[config.mk]
export PLATFORM = sky130hd
export DESIGN_NAME = tmr_hamming_writer
export DESIGN_NICKNAME = d
export VERILOG_FILES = /design/src/rtl/hamming_tmr_pkg.sv /design/src/rtl/hamming74_dec.sv /design/src/rtl/tmr_hamming_writer.sv
export SDC_FILE = /design/constraint.sdc
export NUM_CORES = 1
export LEC_CHECK = 0
export ABC_AREA = 1
export CORE_MARGIN = 2
export CORE_UTILIZATION = 59
export CTS_BUF_LIST = sky130_fd_sc_hd__clkbuf_4 sky130_fd_sc_hd__clkbuf_8 sky130_fd_sc_hd__clkbuf_16
export CTS_CLUSTER_DIAMETER = 60
export DETAILED_ROUTE_END_ITERATION = 16
export PLACE_DENSITY_LB_ADDON = 0.1
export SETUP_SLACK_MARGIN = 0.15
export SLEW_MARGIN = 20
export SYNTH_ARGS = -nofsm -noshare
export SYNTH_HDL_FRONTEND = slang
export SYNTH_SLANG_ARGS = --single-unit
[constraint.sdc]
create_clock -name clk -period 5.6 [get_ports clk]
set_clock_uncertainty 0.05 [all_clocks]
set_input_delay 1.12 -clock clk [delete_from_list [all_inputs] [get_ports clk]]
set_output_delay 1.12 -clock clk [all_outputs]
set_load 0.005 [all_outputs]
[src/rtl/hamming_tmr_pkg.sv]
// Shared types and Hamming(7,4) helpers for the triplicated writer path.
// Codeword bit i holds Hamming position i+1: {d3,d2,d1,p4,d0,p2,p1}.
package hamming_tmr_pkg;

    typedef logic [6:0] cw_t;

    typedef enum logic [1:0] {IDLE, S1, S2, S3} state_t;

    // inj_bit value that selects no codeword bit
    localparam logic [2:0] INJ_NONE = 3'd7;

    function automatic cw_t enc74(input logic [3:0] d);
        enc74 = {d[3], d[2], d[1], d[1] ^ d[2] ^ d[3],
                 d[0], d[0] ^ d[2] ^ d[3], d[0] ^ d[1] ^ d[3]};
    endfunction

    // Syndrome {c4,c2,c1}; a nonzero value names the failing position
    function automatic logic [2:0] syn74(input cw_t cw);
        syn74 = {cw[3] ^ cw[4] ^ cw[5] ^ cw[6],
                 cw[1] ^ cw[2] ^ cw[5] ^ cw[6],
                 cw[0] ^ cw[2] ^ cw[4] ^ cw[6]};
    endfunction

    // Single-error correction; double errors get miscorrected, the voter copes
    function automatic cw_t corr74(input cw_t cw);
        logic [2:0] s;
        cw_t        c;
        s = syn74(cw);
        c = cw;
        if (s != 3'd0) c[s - 3'd1] = ~c[s - 3'd1];
        corr74 = c;
    endfunction

    function automatic logic [3:0] ext74(input cw_t cw);
        ext74 = {cw[6], cw[5], cw[4], cw[2]};
    endfunction

endpackage

[src/rtl/hamming74_dec.sv]
// Combinational Hamming(7,4) decoder: corrected data, corrected codeword
// (used by the scrubber) and a flag marking a nonzero syndrome.
module hamming74_dec
    import hamming_tmr_pkg::*;
(
    input  cw_t        cw,
    output logic [3:0] data,
    output cw_t        cw_fix,
    output logic       err
);

    assign err    = |syn74(cw);
    assign cw_fix = corr74(cw);
    assign data   = ext74(cw_fix);

endmodule

[src/rtl/tmr_hamming_writer.sv]
// Write side of the triplicated Hamming voter path: encodes accepted writes
// into three replica codewords, scrubs one replica per cycle on a periodic
// pass, and applies per-replica fault injection on top of any update.
module tmr_hamming_writer
    import hamming_tmr_pkg::*;
#(
    parameter int SCRUB_PERIOD = 64,
    parameter int CNT_W        = 8
) (
    input  logic             clk,
    input  logic             rst,
    input  logic             wr_valid,
    input  logic [3:0]       wr_data,
    output logic             wr_ready,
    input  logic [2:0]       inj_en,
    input  logic [2:0]       inj_bit,
    output logic [3:0]       data_1,
    output logic [3:0]       data_2,
    output logic [3:0]       data_3,
    output logic [6:0]       cw_1,
    output logic [6:0]       cw_2,
    output logic [6:0]       cw_3,
    output logic [CNT_W-1:0] corr_cnt,
    output logic             scrub_done
);

    localparam int SC_W = (SCRUB_PERIOD > 2) ? $clog2(SCRUB_PERIOD) : 1;

    state_t           state_q, state_d;
    logic [SC_W-1:0]  scrub_cnt_q, scrub_cnt_d;
    logic [CNT_W-1:0] corr_cnt_q, corr_cnt_d;
    logic             scrub_done_q, scrub_done_d;
    cw_t              cw_q [3];
    cw_t              cw_d [3];

    logic [3:0]       dec_data [3];
    cw_t              dec_fix  [3];
    logic [2:0]       dec_err;

    logic             scrub_due;
    logic             wr_fire;

    // One decoder per replica feeds both the voter outputs and the scrubber
    for (genvar r = 0; r < 3; r++) begin : g_dec
        hamming74_dec u_dec (
            .cw     (cw_q[r]),
            .data   (dec_data[r]),
            .cw_fix (dec_fix[r]),
            .err    (dec_err[r])
        );
    end

    assign scrub_due = (state_q == IDLE) && (scrub_cnt_q == SC_W'(SCRUB_PERIOD - 1));
    assign wr_ready  = (state_q == IDLE) && !scrub_due;
    assign wr_fire   = wr_valid && wr_ready;

    // Next-state: sequencing, write/scrub update, then injection on top
    always_comb begin
        state_d      = state_q;
        scrub_cnt_d  = scrub_cnt_q;
        corr_cnt_d   = corr_cnt_q;
        scrub_done_d = (state_q == S3);
        for (int r = 0; r < 3; r++) cw_d[r] = cw_q[r];

        unique case (state_q)
            IDLE: begin
                if (scrub_due) begin
                    state_d     = S1;
                    scrub_cnt_d = '0;
                end else begin
                    scrub_cnt_d = scrub_cnt_q + 1'b1;
                end
            end
            S1:      state_d = S2;
            S2:      state_d = S3;
            default: state_d = IDLE;
        endcase

        for (int r = 0; r < 3; r++) begin
            if (wr_fire) begin
                cw_d[r] = enc74(wr_data);
            end else if (state_q == state_t'(r + 1) && dec_err[r]) begin
                cw_d[r] = dec_fix[r];
                if (corr_cnt_q != '1) corr_cnt_d = corr_cnt_q + 1'b1;
            end
            if (inj_en[r] && inj_bit != INJ_NONE)
                cw_d[r] = cw_d[r] ^ (cw_t'(1) << inj_bit);
        end
    end

    // State, replicas and counters; reset returns to enc(0) everywhere
    always_ff @(posedge clk or posedge rst) begin
        if (rst) begin
            state_q      <= IDLE;
            scrub_cnt_q  <= '0;
            corr_cnt_q   <= '0;
            scrub_done_q <= 1'b0;
            for (int r = 0; r < 3; r++) cw_q[r] <= '0;
        end else begin
            state_q      <= state_d;
            scrub_cnt_q  <= scrub_cnt_d;
            corr_cnt_q   <= corr_cnt_d;
            scrub_done_q <= scrub_done_d;
            for (int r = 0; r < 3; r++) cw_q[r] <= cw_d[r];
        end
    end

    assign cw_1       = cw_q[0];
    assign cw_2       = cw_q[1];
    assign cw_3       = cw_q[2];
    assign data_1     = dec_data[0];
    assign data_2     = dec_data[1];
    assign data_3     = dec_data[2];
    assign corr_cnt   = corr_cnt_q;
    assign scrub_done = scrub_done_q;

endmodule

==> results.ini <==
[timing]
min_period_ns = 4.59
post-route-period-util = 0.820
worstMarginPinSlew_ns = 0.508
max_slew_margin = 0.662
max_freq_mhz = 218
tns_ns = 0
rsz0062_at_grt = false
hold_slack_ns = 0.469
setup_ws_ns = 1.01
slew_violations = 0
hold_violations = 0
setup_viol = 0

[synth]
ys_ff_latch = 38
synthArstFlopShare = 1.00
syn_area_um2 = 3390
synthMostInstantiatedCell = nand2_1
synth_commonest_cells = nand2_1 (126), inv_1 (86), nor2_1 (40)
synth_nets = 530
ys_seq_area_frac = 0.280
yosys.area_share.simple = 0.327
synthCells = 503
ys.flop_type = dfrtp_1
synth_warnings = 0
synth-edff-count = 0
avgSynthCellArea_um2 = 6.74
synth_top_family_by_area = simple AND/OR/NAND/NOR gates
yosys-top-cells-area = dfrtp_1 (28%), nand2_1 (14%), inv_1 (9.5%)
synth.top_cell.area_share = 0.280
yosysTopAreaCell = dfrtp_1
synth_compound_area_frac = 0.0989
synth.distinct_cells = 34
synthXorXnorAreaFrac = 0.124
synthAdderAreaFrac = 0.0517
synth_mux_area_frac = 0

[finish]
drive_gt1_frac = 0.0890
final_util = 0.739
area_growth_pct = 20.8
nets = 588
n_antenna_cell = 0
fillerInstances = 470

[clock_tree]
clk_pin_slew_ns = 0.08
ctsHoldBuffers = 0
numCtsBuffers = 5
clock_latency_ns = 0.30
cts_setup_buffers = 0
clock-sinks = 38
cts_resized = 0
cts-root-buf = clkbuf_8
max-clock-path-buffers = 2
htreeDepth = 2
tritoncts = done

[critical_path]
crit_path_end_kind = output pin
start_kind = flop
path_max_fanout = 7
arrival_ns = 3.42
path_class = reg -> out
r2r_slack_ns = 2.38
crit_required_ns = 4.43

[die]
initial_utilization = 0.612
chipHeight_um = 79.8
rows = 27
core_region_area_um2 = 5540
die_w_um = 79.8
dieArea_um2 = 6370
io_pins = 56

[pwr]
power.switching_mw = 0.714
p_sw_frac = 0.469
power_density_nw_per_um2 = 371
intPower_mw = 0.807
p_total_mw = 1.52
clkPwrFrac = 0.135
leakage_nw = 2.06
peakVddDrop_mv = 0.327
p_comb_frac = 0.645
pwr-share-seq = 0.220

[grt]
grt_first_pass_wirelength_mm = 14.3
grt_usage = 0.283
antenna_found_initial = 0
grt-ovfl-total = 0
grt_max_degree = 39
grt_pass1_vias = 3177

[placement]
gp_congestion = 0.951
place_hpwl_mm = 6.51
post-place-ws_ns = 1.38
io_buffers = 55

[min_path]
hold_path_class = reg -> reg

[drt]
drt_first_pass_iters = 4
wl_mm = 8.29
drc = 0
avgViaCountPerCell = 5.30
dr_total_vias = 3363
dr.first_iter.drc_count = 132
wire_per_inst_um = 13.1
ant_nets = 0

[run_status]
status = finished clean

[flow_run]
maxCapViolCount = 0

-- cells in the final DEF (no fill, tap or decap), types with 6 or more instances in the layout --
cell type	n
ha_1	14
o21ai_0	24
xnor2_1	24
inv_2	10
nor2_1	40
xor2_1	24
o21ai_1	15
nand2_1	126
clkdlybuf4s50_1	55
inv_1	86
clkbuf_8	6
nand2_2	9
nand3_1	36
dfrtp_1	38
nor3_1	7
or2_2	7
-- state kept, by name (all words and copies together), names as in the netlist --
| register | flops |
|---|---|
| cw_1 | 7 |
| scrub_done | 1 |
| corr_cnt | 8 |
| cw_2 | 7 |
| cw_3 | 7 |
| scrub_cnt_q | 6 |
| state_q | 2 |
-- worst max-delay path, stage by stage, from the launching register on --
cell             delay, ns
dfrtp_1               0.46
xnor2_1               0.22
xor2_1                0.16
ha_1                  0.35
ha_1                  0.25
ha_1                  0.31
inv_1                 0.06
nor2_1                0.26
nand3_1               0.14
o21ai_1               0.12
a21oi_2               0.07
nand3_1               0.08
o21ai_1               0.08
inv_1                 0.07
clkdlybuf4s50_1       0.50
-- metrics by stage --
step | instance area [um^2] | std cells
after floorplan | 3390 | 503
after global placement | 4000 | 626
after detailed placement | 4000 | 626
after CTS | 4100 | 634
after global routing | 4100 | 634
final | 4100 | 634
-- metal layers --
layer  track usage  part of all wire
met5             0                 0
met4        0.0949             0.023
met3        0.0486             0.060
met2         0.489              0.49
met1         0.358              0.42
-- cell families (layout without fill, tap and decap cells) --
logic type	after synthesis	after routing
xor+xnor	48	48
buf+inv	101	160
simple gates	244	244
flops	38	38
compound gates	58	58
fa+ha+maj	14	14
-- cell type report --
class                   count  area [um^2]  area share
multi-input cells         364         2040       0.498
clock inverters             2         12.5     0.00306
well taps                  72         90.1      0.0220
clock buffers               6         82.6      0.0202
flip-flops and latches     38          951       0.232
inverters                  96          360      0.0880
repair buffers             56          558       0.136
-- path summary, 6_finish.rpt --
| path | start | endpoint | cells after the start |
|---|---|---|---|
| min in group asynchronous | rst | cw_1[5] | 3 |
| hold / removal | corr_cnt[3] | corr_cnt[3] | 1 |
| setup / recovery | cw_3[2] | data_3[2] | 14 |
| setup reg to reg | cw_3[2] | cw_3[0] | 15 |
| max in group asynchronous | rst | cw_3[5] | 3 |
| hold reg to reg | corr_cnt[3] | corr_cnt[3] | 1 |
-- power by group through the flow --
stage               logic, mW  registers, mW  clock network (mW)
floorplan               0.669          0.333                   0
global placement        0.934          0.339                   0
detailed placement      0.969          0.339                   0
CTS                     0.973          0.335               0.209
global route             1.10          0.339               0.216
finish                  0.981          0.335               0.205
No activity file was read; power rests on OpenSTA's default activity.
